===== config.mk =====
export PLATFORM = sky130hd
export DESIGN_NAME = demux_1to8_buf
export DESIGN_NICKNAME = d
export VERILOG_FILES = /design/src/rtl/demux_1to8_buf.sv
export SDC_FILE = /design/constraint.sdc
export NUM_CORES = 1
export LEC_CHECK = 0
export ABC_AREA = 1
export BUFFER_PORTS_ARGS = -buffer_cell sky130_fd_sc_hd__buf_2
export CELL_PAD_IN_SITES_DETAIL_PLACEMENT = 0
export CELL_PAD_IN_SITES_GLOBAL_PLACEMENT = 1
export CORE_ASPECT_RATIO = 0.75
export CORE_MARGIN = 2
export CORE_UTILIZATION = 40
export CTS_CLUSTER_DIAMETER = 120
export CTS_CLUSTER_SIZE = 30
export DETAILED_ROUTE_END_ITERATION = 8
export GPL_ROUTABILITY_DRIVEN = 0
export PLACE_DENSITY = 0.9
export SETUP_SLACK_MARGIN = 0.02
export SLEW_MARGIN = 5
export SYNTH_ARGS = -nofsm -noshare
export SYNTH_HDL_FRONTEND = slang
export SYNTH_SLANG_ARGS = --single-unit

===== constraint.sdc =====
create_clock -name clk -period 5.52 [get_ports clk]
set_input_delay 1.104 -clock clk [delete_from_list [all_inputs] [get_ports clk]]
set_output_delay 1.104 -clock clk [all_outputs]
set_load 0.005 [all_outputs]

===== src/rtl/demux_1to8_buf.sv =====
// demux_1to8_buf: 1-to-8 demultiplexer with a one-entry holding register per channel.
// Each channel drains and refills in the same cycle, so a streaming consumer sees no bubble.
// xfer_count counts completed output transfers and wraps silently.
// Optional feature: define DEMUX_BCAST_EN to add in_bcast, which loads one word into all
// eight channels at once.
module demux_1to8_buf #(
    parameter int unsigned DATA_W = 32,
    parameter int unsigned CNT_W  = 16
) (
    input  logic                clk,
    input  logic                rst_n,
    input  logic                in_valid,
    output logic                in_ready,
    input  logic [2:0]          in_sel,
    input  logic [DATA_W-1:0]   in_data,
`ifdef DEMUX_BCAST_EN
    input  logic                in_bcast,
`endif
    output logic [7:0]          out_valid,
    input  logic [7:0]          out_ready,
    output logic [8*DATA_W-1:0] out_data,
    output logic [CNT_W-1:0]    xfer_count
);

    typedef enum logic {StEmpty, StFull} ch_state_e;

    ch_state_e         state_q [8];
    ch_state_e         state_d [8];
    logic [DATA_W-1:0] data_q  [8];
    logic [DATA_W-1:0] data_d  [8];
    logic [CNT_W-1:0]  xfer_count_q;
    logic [CNT_W-1:0]  xfer_count_d;

    logic [7:0] room;    // channel can take a word at the next edge
    logic [7:0] load;
    logic [7:0] xfer;
    logic [3:0] n_xfer;
    logic       accept;

    // Accept decision: a channel has room if empty or being drained this cycle.
    always_comb begin
        room = '0;
        for (int k = 0; k < 8; k++) begin
            room[k] = (state_q[k] == StEmpty) || out_ready[k];
        end
`ifdef DEMUX_BCAST_EN
        if (in_bcast) begin
            in_ready = rst_n && (&room);
        end else begin
            in_ready = rst_n && room[in_sel];
        end
`else
        in_ready = rst_n && room[in_sel];
`endif
        accept = in_valid && in_ready;
        load   = '0;
        if (accept) begin
`ifdef DEMUX_BCAST_EN
            load = in_bcast ? 8'hFF : (8'b1 << in_sel);
`else
            load = 8'b1 << in_sel;
`endif
        end
    end

    // Per-channel next state: a refill wins over a drain so the channel stays full.
    always_comb begin
        xfer   = '0;
        n_xfer = '0;
        for (int k = 0; k < 8; k++) begin
            state_d[k] = state_q[k];
            data_d[k]  = data_q[k];
            xfer[k]    = (state_q[k] == StFull) && out_ready[k];
            n_xfer     = n_xfer + {3'b000, xfer[k]};
            if (load[k]) begin
                state_d[k] = StFull;
                data_d[k]  = in_data;
            end else if (xfer[k]) begin
                // Clearing on drain keeps an empty channel's output at zero.
                state_d[k] = StEmpty;
                data_d[k]  = '0;
            end
        end
        xfer_count_d = xfer_count_q + CNT_W'(n_xfer);
    end

    // State, data and counter registers with asynchronous clear.
    always_ff @(posedge clk or negedge rst_n) begin
        if (!rst_n) begin
            for (int k = 0; k < 8; k++) begin
                state_q[k] <= StEmpty;
                data_q[k]  <= '0;
            end
            xfer_count_q <= '0;
        end else begin
            for (int k = 0; k < 8; k++) begin
                state_q[k] <= state_d[k];
                data_q[k]  <= data_d[k];
            end
            xfer_count_q <= xfer_count_d;
        end
    end

    // Flatten the channel registers onto the output buses.
    always_comb begin
        out_valid = '0;
        out_data  = '0;
        for (int k = 0; k < 8; k++) begin
            out_valid[k]                   = (state_q[k] == StFull);
            out_data[k*DATA_W +: DATA_W]   = data_q[k];
        end
    end

    assign xfer_count = xfer_count_q;

endmodule

==> run metrics, run 1 <==
I/O Buffers=326; core area=between 30000 and 40000 um2; fmax=224 MHz; final net count=1625; Max Cap Viol=0; Seq cells post-synth=280; largest net degree at the start of global routing=257; Routed WL per cell=23.1 um; vias in the first global route=between 10000 and 15000; status=completed; Reg area=7010 um2; Die ar.=about 33000 um2; Slew @ Worst Pin=1250 ps; cell taking the most area after synthesis=dfrtp_1; Design Area, Final=approximately 14000 um2; critical path fanouts, max=3; DRC Markers=0; number of setup buffers added after CTS=0; max-slew violation count=0; I/O pins=327; register area share after synthesis=55.8%; clock transition at the registers of the reported paths=around 110 ps; worst hold slack=502 ps; Crit. End Element=flop; WS Path Type=in -> reg; Power Total=4880 uW; critical path's largest stage delay=580 ps; Antenna Nets Post-Route=0; H-tree levels=1; slowest CP cell=fa_1; die height=between 150 and 200 um; Synth top area share=55.8%; post-route setup TNS=0 ps; Syn Area/Cell=9.22 um2; clock sinks=280; CTS Root Cell=clkbuf_16; PostCTS Resize Cnt=0; Buf/Inv on CP=6; first-iteration detailed-routing DRC count=1198; fill count=3026; endpoints failing setup=0; worst path required time=slightly below 6000 ps; crit path DAT=4870 ps; Worst Hold Launch=xfer_count[7]$_DFF_PN0_; Starting Density=40.3%; placed cell area=around 14000 um2; share of cells above drive strength 1=24.4%; GRT Residual Overflow=0; Post-CTS Hold Buffers=0; initial antenna violation count=1; CP Launch Point=out_ready[0]; P per Cell Area=337 nW/um2; synth cell count leaders=nand2_1 (300), dfrtp_1 (280), nand4_1 (265); most frequent cell after synthesis=nand2_1; unique cell type count in the Yosys netlist=28; final worst-path cycle share=81.0%; YS warnings=0; total wire length=45.6 mm; area of the multi-input gates=approximately 4600 um2; Fin. Hold Viols=0; delay-heaviest family, CP=adder cells; vias per cell=5.89; Max-slew headroom=between 10% and 20%; total global routing track utilization=26.9%; Mapped Cells=1362; Synth async-reset ratio=100%; CTS Buf Count=13; Startpoint Class=primary input; reg-to-reg startpoint=out_valid[0]$_DFFE_PN0P_; Detailed Routing Iterations Pass 1=5; detailed-route via count=11632; first-pass GRT wire length=around 68 mm; VDD IR max=~0.24 mV; Post-synth EDFFs=0; CP cell instances=buf_2 > nand2_2 > inv_1 > fa_1 > inv_1 > fa_1 > inv_1 > fa_1 > fa_1 > inv_1 > fa_1 > inv_1 > nand3_1 > nand2_1 > nand3_1 > nor2_1 > nand3_1 > nor2_1 > nand2_1 > nand2_1 > nand2_1; hold crit path type=reg -> reg; min Tclk post-route=4470 ps; Die Width=between 200 and 250 um; leakage=0.00818 uW; worst skew pair latency=500 ps; FP Rows=56; top post-synthesis cells by area=dfrtp_1 (56%), nand4_1 (13%), nand3_1 (11%); most used flip-flop cell after synthesis=dfrtp_1; HPWL Detailed=29.2 mm; CTS max path bufs=3; Synth-to-Final Area Change=15.3%; syn nets=1419; CTS tree=built; RSZ-0062 raised after global routing=no; Worst Skew=32.2 ps; mapped cell area=12600 um2
## flip-flops by register name, summed over array words and instances, names as in the netlist
register	cells
xfer_count	16
out_valid	8
out_data	256
## per-stage QoR
| stage | setup WS (ps) | util (%) | instances |
|---|---|---|---|
| 6_report | 1050 | 46.5 | 1974 |
| 3_5_place_dp | 559 | 45.4 | 1959 |
| 4_1_cts | 1090 | 46.5 | 1973 |
| 5_1_grt | 790 | 46.5 | 1973 |
| 3_3_place_gp | 623 | 45.4 | 1959 |
| 2_1_floorplan | 635 | - | 1362 |
## kinds of logic after synthesis
| kind of cell | synth area share, % |
|---|---|
| compound gates | 0.518 |
| fa+ha+maj | 1.40 |
| buf+inv | 7.79 |
| simple gates | 33.7 |
| flops | 55.8 |
| xor+xnor | 0.768 |
## area by class of cell
type                    count  area share, %
flip-flops and latches    280           48.4
multi-input cells         887           31.9
repair buffers            352           12.8
well taps                 406           3.51
clock buffers              13           2.25
inverters                  34          0.882
clock inverters             1          0.138
diodes                      1         0.0173
## metal layers
metal,GRT usage (%),wire [um],share of wire [%],vias up
li1,-,-,-,5159
met1,39.1,20000,44,5798
met2,40.0,20100,44,602
met3,6.48,4430,9.7,73
met4,7.31,1160,2.5,0
met5,0,0,0,-
## report_power, final
part	internal, uW	switching [uW]	leakage [uW]
clock	441	677	0.000170
combinational	458	673	0.00433
sequential	2410	216	0.00368
total	3310	1570	0.00818
## cells in the final DEF (no fill, tap or decap)
| master | Yosys | layout |
|---|---|---|
| a21oi_1 | 2 | 2 |
| xnor2_1 | 3 | 3 |
| a21boi_0 | 1 | 1 |
| buf_2 | 2 | 324 |
| nor2_4 | 1 | 7 |
| o21ai_4 | 1 | 1 |
| clkbuf_8 | 0 | 1 |
| inv_2 | 3 | 3 |
| nand3_1 | 264 | 264 |
| nor2_1 | 22 | 14 |
| o21ai_1 | 1 | 1 |
| nand2_2 | 2 | 3 |
| nor3b_1 | 1 | 1 |
| nand4_1 | 265 | 265 |
| buf_4 | 0 | 25 |
| inv_1 | 31 | 31 |
| dfrtp_1 | 280 | 280 |
| nand2_1 | 300 | 299 |
| nor3_1 | 1 | 1 |
| inv_16 | 0 | 1 |
| xor2_1 | 8 | 8 |
| diode_2 | 0 | 1 |
| ha_1 | 6 | 6 |
| clkbuf_16 | 0 | 13 |
| buf_12 | 0 | 1 |
| o21ai_0 | 2 | 2 |
| fa_1 | 5 | 5 |
| a21oi_4 | 1 | 1 |
| buf_8 | 2 | 1 |
| nor2_2 | 0 | 2 |
| nand3b_1 | 1 | 1 |
## final timing paths
path,to,slack [ps],cells after the start
worst max-delay path,xfer_count[14]$_DFF_PN0_,1050,21
worst min-delay path,xfer_count[7]$_DFF_PN0_,500,1
worst max register to register,xfer_count[14]$_DFF_PN0_,1340,20
worst min register to register,xfer_count[7]$_DFF_PN0_,500,1
max in group asynchronous,out_data[20]$_DFFE_PN0P_,2700,3
min in group asynchronous,out_data[24]$_DFFE_PN0P_,560,1
No activity file was read; power rests on OpenSTA's default activity.
==> run 2: changes to the inputs <==
==> constraint.sdc (replaced) <==
create_clock -name clk -period 4.41 [get_ports clk]
set_input_delay 0.882 -clock clk [delete_from_list [all_inputs] [get_ports clk]]
set_output_delay 0.882 -clock clk [all_outputs]
set_load 0.005 [all_outputs]
==> run 2 against run 1 <==
Global-route usage is 0.45 points higher; hold slack worse by 250 ps; design area is 1.0% higher; register-to-register slack worse by 840 ps; via count is 0.29% lower; flip-flop and latch count stayed put; critical endpoint unchanged.
==> run metrics, run 2 (synthesized netlist as in run 1, its figures left out) <==
Place WS=-63.3 ps; CTS Root Cell=clkbuf_16; number of setup buffers added after CTS=0; Starting Density=between 40% and 50%; detailed-route via count=between 10000 and 15000; RSZ-0062 raised after global routing=no; final instance count without filler cells=1988; H-tree levels=1; CP Launch Point=out_ready[0]; share of cells above drive strength 1=25.5%; fmax=251 MHz; area of the multi-input gates=4650 um2; PostCTS Resize Cnt=0; GRT Residual Overflow=0; most frequent cells in the layout=buf_2 (324), nand2_1 (297), dfrtp_1 (280), nand4_1 (265), nand3_1 (262); die height=157 um; clock transition at the registers of the reported paths=between 100 and 150 ps; vias per cell=5.83; min Tclk post-route=3980 ps; Post-CTS Hold Buffers=0; FP Rows=56; Max Cap Viol=0; Startpoint Class=primary input; Die ar.=32800 um2; Worst Skew=32.4 ps; Die Width=209 um; core area=31100 um2; vias in the first global route=about 11000; Detailed Routing Iterations Pass 1=5; WS Path Type=in -> reg; status=completed; VDD IR max=0.286 mV; reg-to-reg startpoint=out_valid[0]$_DFFE_PN0P_; Crit. End Element=flop; Fin. Hold Viols=0; Routed WL per cell=23.2 um; CTS Buf Count=13; worst skew pair latency=510 ps; hold crit path type=in -> async; Largest register FFs=around 260; Max-slew headroom=9.97%; fill count=between 3000 and 4000; leakage=0.00825 uW; critical path fanouts, max=2; total global routing track utilization=~27%; final worst-path cycle share=between 90% and 100%; DRC Markers=0; worst path required time=4810 ps; crit path DAT=approximately 4400 ps; max-slew violation count=0; total wire length=between 40 and 50 mm; first-iteration detailed-routing DRC count=between 1000 and 1500; endpoints failing setup=0; clock sinks=280; most common cell after layout, fill and taps aside=buf_2; CTS tree=built; P per Cell Area=around 420 nW/um2; final net count=1638; CTS max path bufs=3; post-route setup TNS=0 ps; Reg area=~7000 um2; first-pass GRT wire length=68.8 mm; initial antenna violation count=1; Inst Count DP=~2000; largest net degree at the start of global routing=~260; Synth-to-Final Area Change=16.5%; Antenna Nets Post-Route=0; worst hold slack=247 ps; final setup margin=between 400 and 500 ps; I/O pins=327; I/O Buffers=326; Slew @ Worst Pin=between 1000 and 1500 ps; HPWL Detailed=approximately 30 mm
==> run 2: cell count changes in the layout (fill, tap and decap cells not counted), sizes merged <==
cell  previous run  this run
inv             35        36
buf            351       364
==> run 2: metrics by stage <==
step                instance area (um2)  util, %  total power (uW)
CTS                               14600     47.0              6180
floorplan                         12600        -              3960
detailed placement                14300     45.8              4780
global route                      14600     47.0              6470
finish                            14600     47.0              6140
global placement                  14300     45.8              4720
==> run 2: cell type report <==
type,count,area share (%)
repair buffers,365,13.5
well taps,406,3.48
diodes,1,0.0171
inverters,34,0.873
flip-flops and latches,280,47.9
multi-input cells,887,31.8
clock buffers,13,2.23
clock inverters,2,0.197
==> run 2: power by group <==
group          internal [uW]  switching (uW)  leakage (uW)
logic                    579             850       0.00440
clock network            557             861      0.000175
registers               3020             280       0.00368
total                   4150            1990       0.00825
==> run 2: layer usage <==
| layer | GRT usage (%) | routed length [um] |
|---|---|---|
| met1 | 38.9 | 20200 |
| met2 | 41.2 | 20300 |
| met3 | 7.48 | 4620 |
| met4 | 7.11 | 1080 |
| met5 | 0 | 0 |
==> run 2: worst paths after layout <==
path                            slack (ps)                         to  cells after the start
worst max register to register         500   xfer_count[14]$_DFF_PN0_                     20
max in group asynchronous             2120  out_data[115]$_DFFE_PN0P_                      3
min in group clk                       500  out_data[242]$_DFFE_PN0P_                      2
worst min-delay path                   250   out_data[25]$_DFFE_PN0P_                      1
worst max-delay path                   430   xfer_count[14]$_DFF_PN0_                     21
worst min register to register         500  out_data[242]$_DFFE_PN0P_                      2
==> run 2: worst max-delay path: stages <==
cell and delay [ps]:
buf_2 110, nand2_2 70, inv_1 60, fa_1 510, inv_1 70, fa_1 530, inv_1 50, fa_1 570
fa_1 210, inv_1 60, fa_1 400, inv_1 70, nand3_1 60, nand2_1 110, nand3_2 110, nor2_4 140
nand3_2 90, nor2_2 140, nand2_1 60, nand2_1 50, nand2_1 40
